## config.mk

```make
export PLATFORM = sky130hd
export DESIGN_NAME = chan_selector
export DESIGN_NICKNAME = d
export VERILOG_FILES = /design/src/rtl/chan_selector_pkg.sv /design/src/rtl/chan_selector_rr_arbiter.sv /design/src/rtl/chan_selector.sv
export SDC_FILE = /design/constraint.sdc
export NUM_CORES = 1
export LEC_CHECK = 0
export ABC_AREA = 0
export CAP_MARGIN = 20
export CORE_MARGIN = 2
export CORE_UTILIZATION = 43
export DETAILED_ROUTE_END_ITERATION = 12
export MAX_ROUTING_LAYER = met4
export PLACE_DENSITY = 0.86
export SYNTH_ARGS = -nofsm -noshare
export SYNTH_HDL_FRONTEND = slang
export SYNTH_SLANG_ARGS = --single-unit
```

## constraint.sdc

```tcl
create_clock -name clk -period 3.9 [get_ports clk]
set_input_delay 0.39 -clock clk [delete_from_list [all_inputs] [get_ports clk]]
set_output_delay 0.39 -clock clk [all_outputs]
set_load 0.02 [all_outputs]
```

## src/rtl/chan_selector_pkg.sv

```systemverilog
// Shared definitions for the N-channel valid/ready selector.
package chan_selector_pkg;

  typedef enum logic {
    MODE_FIXED = 1'b0,
    MODE_RR    = 1'b1
  } mode_e;

  // Index width that never collapses to zero bits for small channel counts.
  function automatic int unsigned clog2_min1(input int unsigned n);
    return (n <= 2) ? 1 : $clog2(n);
  endfunction

endpackage

```

## src/rtl/chan_selector_rr_arbiter.sv

```systemverilog
// Combinational round-robin arbiter: first requester at or after ptr, wrapping.
module rr_arbiter
  import chan_selector_pkg::*;
#(
  parameter  int unsigned NCH  = 4,
  localparam int unsigned SELW = clog2_min1(NCH)
) (
  input  logic [NCH-1:0]  req,
  input  logic [SELW-1:0] ptr,
  output logic [NCH-1:0]  grant,
  output logic [SELW-1:0] gidx,
  output logic            any
);

  logic [SELW-1:0] idx;

  always_comb begin
    grant = '0;
    gidx  = '0;
    any   = 1'b0;
    idx   = '0;
    for (int unsigned k = 0; k < NCH; k++) begin
      idx = SELW'((32'(ptr) + k) % NCH);
      if (!any && req[idx]) begin
        grant[idx] = 1'b1;
        gidx       = idx;
        any        = 1'b1;
      end
    end
  end

endmodule

```

## src/rtl/chan_selector.sv

```systemverilog
// N-channel selector with fixed or round-robin grant and a registered output stage.
module chan_selector
  import chan_selector_pkg::*;
#(
  parameter  int unsigned NCH  = 4,
  parameter  int unsigned W    = 8,
  localparam int unsigned SELW = clog2_min1(NCH)
) (
  input  logic            clk,
  input  logic            rst_n,
  input  logic            mode,
  input  logic [SELW-1:0] sel,
  input  logic [NCH*W-1:0] in_data,
  input  logic [NCH-1:0]  in_valid,
  output logic [NCH-1:0]  in_ready,
  output logic [W-1:0]    out,
  output logic            out_valid,
  input  logic            out_ready,
  output logic [SELW-1:0] out_ch
);

  logic [SELW-1:0] ptr;
  logic [NCH-1:0]  fix_grant, rr_grant, grant;
  logic [SELW-1:0] rr_idx, gidx;
  logic            rr_any, any, load, is_rr;
  logic [W-1:0]    sel_data;

  rr_arbiter #(.NCH(NCH)) u_arb (
    .req   (in_valid),
    .ptr   (ptr),
    .grant (rr_grant),
    .gidx  (rr_idx),
    .any   (rr_any)
  );

  assign is_rr = (mode == MODE_RR);
  assign load  = ~out_valid | out_ready;

  // An out-of-range sel matches no channel, so it yields no grant.
  always_comb begin
    fix_grant = '0;
    for (int unsigned i = 0; i < NCH; i++)
      fix_grant[i] = in_valid[i] && (sel == SELW'(i));
  end

  assign grant    = is_rr ? rr_grant : fix_grant;
  assign any      = is_rr ? rr_any   : |fix_grant;
  assign gidx     = is_rr ? rr_idx   : sel;
  assign in_ready = load ? grant : '0;

  always_comb begin
    sel_data = '0;
    for (int unsigned i = 0; i < NCH; i++)
      if (grant[i]) sel_data = in_data[i*W +: W];
  end

  always_ff @(posedge clk or negedge rst_n) begin
    if (!rst_n) begin
      out       <= '0;
      out_valid <= 1'b0;
      out_ch    <= '0;
    end else if (load) begin
      out_valid <= any;
      if (any) begin
        out    <= sel_data;
        out_ch <= gidx;
      end
    end
  end

  always_ff @(posedge clk or negedge rst_n) begin
    if (!rst_n)
      ptr <= '0;
    else if (load && any && is_rr)
      ptr <= (gidx == SELW'(NCH-1)) ? '0 : gidx + 1'b1;
  end

endmodule

```

==> impl_metrics.tcl, run 1 <==
set metrics [dict create \
    detail-route-antenna-nets 0 \
    post_drt_wl_per_cell_um 16.1 \
    cts.clk_slew.worst_paths_ns 0.07 \
    synth_mux_area_share_pct 8.10 \
    cpPeakStageDelay_ns 0.66 \
    postCtsSetupRepairBufs 0 \
    grt_pass1_wl_mm 6.40 \
    multi_input_area_um2 971 \
    cp-start-kind "primary input" \
    place.gp.congestion 0.857 \
    skew_ns 0.00167 \
    hold_viol 0 \
    syn_area_mm2 0.00138 \
    via_per_inst 5.77 \
    layout_common_cells "clkdlybuf4s50_1, nand2_1, nor2_1" \
    max_clock_freq_mhz 268 \
    clock_latency_ns 0.28 \
    rsz0062_at_grt "no" \
    clock_path_buffers 2 \
    leakagePower_nw 0.798 \
    synth_compound_area_share_pct 36.9 \
    area_delta_synth_final_pct 46.1 \
    path_cells "clkdlybuf4s50_1 -> mux4_2 -> nor4b_4 -> nand2_1 -> a31oi_4 -> nor2b_1 -> clkdlybuf4s50_1" \
    antenna_found_initial 0 \
    grt_use_total_pct 24.5 \
    clock_sinks 13 \
    routed_wl_mm 4.08 \
    ys_types 48 \
    avgSynthCellArea_um2 9.23 \
    relSlewSlack_pct 62.6 \
    design.core.area_mm2 0.00305 \
    vias 1459 \
    status "complete, no violations" \
    drv_cap 0 \
    drt_iter0_drc 69 \
    synth_xor_area_share_pct 1.27 \
    hold_ws_ns 0.471 \
    r2r_setup_slack_ns 0.97 \
    cts-resized-gates 0 \
    mostFrequentLayoutCell "clkdlybuf4s50_1" \
    powerDensity_mw_per_mm2 614 \
    worstHoldPathType "primary input to asynchronous set/reset pin" \
    cts_tree "yes" \
    synth_cells 149 \
    port_buffers 56 \
    setup_viol 0 \
    drc 0 \
    critPathMaxFanout 12 \
    crit_start "in_valid[3]" \
    grt_remaining_overflow 0 \
    numCtsBuffers 3 \
    yosys_warnings 0 \
    worst-path-stages 7 \
    critical_path.endpoint "in_ready[0]" \
    path_buf_inv 2 \
    antenna_cells 0 \
    die_h_um 60.6 \
    synth-adder-area-share_pct 6.37 \
    r2r-start "ptr[0]$_DFFE_PN0P_" \
    syn_nets 198 \
    clockRootBuffer "clkbuf_4" \
    ir_drop_v 0.000320 \
    slew_viol_final 0 \
    dr.pass1.iters 4 \
    reg2regPathDepth 8 \
    drive_gt1_share_pct 12.0 \
    arrival_ns 3.35 \
    seqCellArea_um2 325 \
    grt_max_degree 14 \
    hold_buffers 0 \
    cts_max_level 1 \
    fin_setup_tns_ns 0 \
    yosys.area_share.simple_pct 18.0 \
    ys_ff_latch 13 \
    critPathKind "primary input to output port" \
    timing.critical_path.mode_cell "clkdlybuf4s50_1" \
    die_w_um 60.6 \
    place_hpwl_mm 3.36 \
    initial_core_util_pct 45.0 \
    critical_path_required_ns 3.51 \
    synth_seq_area_share_pct 23.7 \
    ios 57 \
    crit_family "buffers and inverters" \
    fin_crit_ns 3.74 \
    crit_path_end_kind "output port" \
    tightest_slew_ns 0.560 \
    fill_cells 265 \
    fin_crit_sh_pct 95.8 \
    dieArea_mm2 0.00367 \
    first_global_vias 1338 \
    cp_slowest_cell "mux4_2" \
    rows 20 \
    r2r_end "out[4]$_DFFE_PN0P_" \
    synth_top_family_by_area "compound AO/OA/AOI/OAI gates" \
    nets 259 \
]
-- state kept, by name, indices dropped and copies added, names as in the netlist --
register   count
out_ch         2
ptr            2
out_valid      1
out            8
-- power by group --
group / switching (W) / internal, W
Combinational: 0.000497 / 0.000425
Clock: 0.0000413 / 0.0000397
Sequential: 0.0000338 / 0.000198
Total: 0.000572 / 0.000662
-- cell usage after synthesis, drive strengths merged --
| library cell | number | area (um^2) |
|---|---|---|
| a31o | 1 | 8.76 |
| a221oi | 4 | 76.3 |
| or3 | 1 | 6.26 |
| nor4b | 1 | 23.8 |
| nand2b | 2 | 12.5 |
| mux2i | 1 | 10.0 |
| a21bo | 1 | 10.0 |
| o2bb2ai | 1 | 8.76 |
| nor3 | 1 | 5.00 |
| mux2 | 1 | 11.3 |
| dfrtp | 13 | 325 |
| a221o | 1 | 10.0 |
| nor3b | 1 | 12.5 |
| clkbuf | 2 | 7.51 |
| xnor2 | 1 | 8.76 |
| and2b | 2 | 18.8 |
| o21ai | 3 | 15.0 |
| ha | 7 | 87.6 |
| inv | 4 | 15.0 |
| buf | 5 | 52.6 |
| xor2 | 1 | 8.76 |
| clkinv | 1 | 3.75 |
| o22a | 1 | 8.76 |
| or2 | 2 | 12.5 |
| a21o | 4 | 30.0 |
| o311a | 1 | 10.0 |
| o22ai | 1 | 6.26 |
| o32ai | 1 | 8.76 |
| o31ai | 10 | 80.1 |
| o211ai | 1 | 7.51 |
| nor2b | 4 | 25.0 |
| a21oi | 12 | 60.1 |
| nor2 | 14 | 52.6 |
| a211o | 1 | 8.76 |
| a31oi | 2 | 27.5 |
| a311oi | 8 | 70.1 |
| nand2 | 18 | 67.6 |
| mux4 | 4 | 90.1 |
| and2 | 1 | 6.26 |
| nand3 | 1 | 5.00 |
| a22oi | 8 | 60.1 |
-- worst register-to-register path: stages (launching register included) --
cell,delay (ns)
dfrtp_1,0.39
inv_1,0.20
ha_1,0.31
mux4_2,0.40
or3_1,0.39
o32ai_1,0.34
or2_1,0.33
a21o_1,0.30
o31ai_1,0.14
-- logic make-up (layout without fill, tap and decap cells) --
group	Yosys count	in the layout
adders and majority gates	7	7
AOI/OAI and AO/OA	61	61
and+or+nand+nor	48	48
muxes	6	6
xor gates and xnor gates	2	2
DFF	13	13
buffers and inverters	12	72
-- final cells by class --
class / instances / area share, %
multi-input cells: 124 / 48.3
flip-flops and latches: 13 / 16.2
well taps: 44 / 2.74
inverters: 5 / 0.934
repair buffers: 63 / 30.5
clock buffers: 4 / 1.31
-- layer usage --
layer,vias up,track usage (%),part of all wire (%)
met1,705,32.5,45
met2,48,39.3,48
met5,-,-,0
met3,5,1.92,5.4
met4,0,9.01,1.5
li1,701,-,-
-- metrics by stage --
step | power [W] | std cells | setup slack, ns | utilization [%] | cell area, um^2
detailed placement | 0.00115 | 249 | 0.210 | 65.0 | 1980
global placement | 0.00112 | 249 | 0.274 | 65.0 | 1980
finish | 0.00123 | 253 | 0.165 | 65.8 | 2010
CTS | 0.00123 | 253 | 0.207 | 65.8 | 2010
floorplan | 0.000871 | 149 | 0.941 | - | 1380
global route | 0.00133 | 253 | 0.0179 | 65.8 | 2010
-- worst min path at each step --
stage | startpoint | endpoint | slack, ns | cells past startpoint
2_1_floorplan | rst_n | out[0]$_DFFE_PN0P_ | 0.09 | 0
3_3_place_gp | out_ch[1]$_DFFE_PN0P_ | out_ch[1]$_DFFE_PN0P_ | 0.47 | 2
3_5_place_dp | out_ch[1]$_DFFE_PN0P_ | out_ch[1]$_DFFE_PN0P_ | 0.47 | 2
4_1_cts | rst_n | out[4]$_DFFE_PN0P_ | 0.49 | 1
5_1_grt | rst_n | out[4]$_DFFE_PN0P_ | 0.52 | 1
6_report | rst_n | out[0]$_DFFE_PN0P_ | 0.47 | 1
(Power assumes the default switching activity.)
==> run 2: changes to the inputs <==
CORE_MARGIN = default   (was 2)
==> run 2 against run 1 <==
First-iteration DRC count grew 32%. Critical path depth stayed put. Sequential power hardly changed. Setup slack improved by 0.010 ns. Total power shrank 0.74%. Cell count is 0.40% lower. Global-route usage increased by 0.37 points. Clock power is 1% higher. Critical path type unchanged. Largest cell class unchanged. Highest routed layer unchanged.
==> impl_metrics.tcl, run 2 (synthesis gave the netlist of run 1 again) <==
set metrics [dict create \
    biggestRegsByFlops "out: 8 flops, out_ch: 2 flops, ptr: 2 flops" \
    power_switching_share_pct 46.1 \
    clock_power_share_pct 6.7 \
    dieArea_mm2 0.00343 \
    grt_util_met3_pct 2.64 \
    pwr-share-seq_pct 18.7 \
    rows 20 \
    setup_viol 0 \
    leakagePower_nw 0.793 \
    detail-route-antenna-nets 0 \
    use_met2_pct 39.9 \
    first_global_vias 1347 \
    drt_iter0_drc 91 \
    antenna_cells 0 \
    postCtsSetupRepairBufs 0 \
    die_h_um 58.6 \
    path_cells "clkdlybuf4s50_1 -> mux4_2 -> nor4b_4 -> nand2_1 -> a31oi_4 -> nor2b_1 -> clkdlybuf4s50_1" \
    dr.pass1.iters 6 \
    critPathKind "primary input to output port" \
    fin_setup_tns_ns 0 \
    via_per_inst 5.78 \
    place_hpwl_mm 3.28 \
    nets 258 \
    worstHoldPathType "primary input to asynchronous set/reset pin" \
    drv_cap 0 \
    hold_buffers 0 \
    grt_use_total_pct 24.9 \
    r2r_setup_slack_ns 0.97 \
    place.gp.congestion 0.882 \
    grt_remaining_overflow 0 \
    powerDensity_mw_per_mm2 612 \
    fin_crit_ns 3.73 \
    critical_path_required_ns 3.51 \
    fin_crit_sh_pct 95.5 \
    crit_path_end_kind "output port" \
    cp_slowest_cell "mux4_2" \
    skew_ns 0.00537 \
    clock_latency_ns 0.28 \
    cts_max_level 1 \
    p_comb_share_pct 74.6 \
    layout_common_cells "clkdlybuf4s50_1, nand2_1, nor2_1" \
    cts.clk_slew.worst_paths_ns 0.08 \
    switchingPower_w 0.000565 \
    ir_drop_v 0.000326 \
    regMostFlops "out" \
    numCtsBuffers 3 \
    max_clock_freq_mhz 268 \
    cts_tree "yes" \
    post_drt_wl_per_cell_um 15.8 \
    fill_cells 246 \
    status "complete, no violations" \
    tightest_slew_ns 0.563 \
    mostFrequentLayoutCell "clkdlybuf4s50_1" \
    port_buffers 56 \
    relSlewSlack_pct 62.3 \
    intPower_w 0.000661 \
    grt_max_degree 14 \
    die_w_um 58.6 \
    cpPeakStageDelay_ns 0.66 \
    largest_reg_flops 8 \
    total_power_w 0.00123 \
    rsz0062_at_grt "no" \
    grt_most_used_layer "met2" \
    drive_gt1_share_pct 11.5 \
    clock_path_buffers 2 \
    slew_viol_final 0 \
    cts-resized-gates 0 \
    ios 57 \
    clockRootBuffer "clkbuf_4" \
    area_delta_synth_final_pct 45.6 \
    arrival_ns 3.34 \
    timing.critical_path.mode_cell "clkdlybuf4s50_1" \
    use_met1_pct 32.6 \
    antenna_found_initial 0 \
    vias 1457 \
    drc 0 \
    grt_pass1_wl_mm 6.39 \
    design.core.area_mm2 0.00305 \
    cp-start-kind "primary input" \
    hold_viol 0 \
    clock_sinks 13 \
    initial_core_util_pct 45.0 \
    routed_wl_mm 3.99 \
    critPathMaxFanout 12 \
]
==> run 2: layer usage <==
layer / routed length, um / vias to the layer above
met5: 0 / -
met4: 65 / 0
met3: 302 / 8
met2: 1910 / 75
met1: 1700 / 678
li1: - / 696
==> run 2: metrics by stage <==
step           hold WS, ns  instances  utilization, %  setup slack [ns]  instance area [um^2]
6_report             0.471        252            65.6             0.175                  2000
2_1_floorplan       0.0944        149               -             0.941                  1380
3_3_place_gp         0.466        248            64.7             0.288                  1980
4_1_cts              0.489        252            65.6             0.190                  2000
3_5_place_dp         0.474        248            64.7             0.182                  1980
5_1_grt              0.512        252            65.6            0.0534                  2000
==> run 2: final cells by class <==
| class | instances | area (um^2) | area share, % |
|---|---|---|---|
| multi-input combinational | 124 | 971 | 48.5 |
| timing repair buffer | 62 | 606 | 30.3 |
| sequential | 13 | 325 | 16.3 |
| tap | 44 | 55.1 | 2.75 |
| clock buffer | 4 | 26.3 | 1.31 |
| inverter | 5 | 18.8 | 0.938 |
==> run 2: worst max-delay path, delay by kind of cell <==
kind,cells,cell delay [ns]
AOI/OAI and AO/OA,1,0.29
buffers and inverters,2,1.15
muxes,1,0.66
and+or+nand+nor,3,0.83
==> run 2: power groups by stage <==
stage | Clock, W | Combinational, W | Sequential [W]
final | 0.0000820 | 0.000915 | 0.000229
after global routing | 0.0000890 | 0.000986 | 0.000236
after CTS | 0.0000847 | 0.000912 | 0.000229
after global placement | 0 | 0.000890 | 0.000230
after floorplan | 0 | 0.000562 | 0.000309
after detailed placement | 0 | 0.000910 | 0.000231
==> run 2: worst paths after layout <==
| check | start | end | depth (start not counted) |
|---|---|---|---|
| setup / recovery | in_valid[3] | in_ready[0] | 7 |
| hold / removal | rst_n | out[1]$_DFFE_PN0P_ | 1 |
| setup reg to reg | ptr[0]$_DFFE_PN0P_ | out[3]$_DFFE_PN0P_ | 8 |
| hold reg to reg | out_ch[1]$_DFFE_PN0P_ | out_ch[1]$_DFFE_PN0P_ | 2 |
| max in group asynchronous | rst_n | out_valid$_DFFE_PN0N_ | 1 |
| min in group clk | out_ch[1]$_DFFE_PN0P_ | out_ch[1]$_DFFE_PN0P_ | 2 |
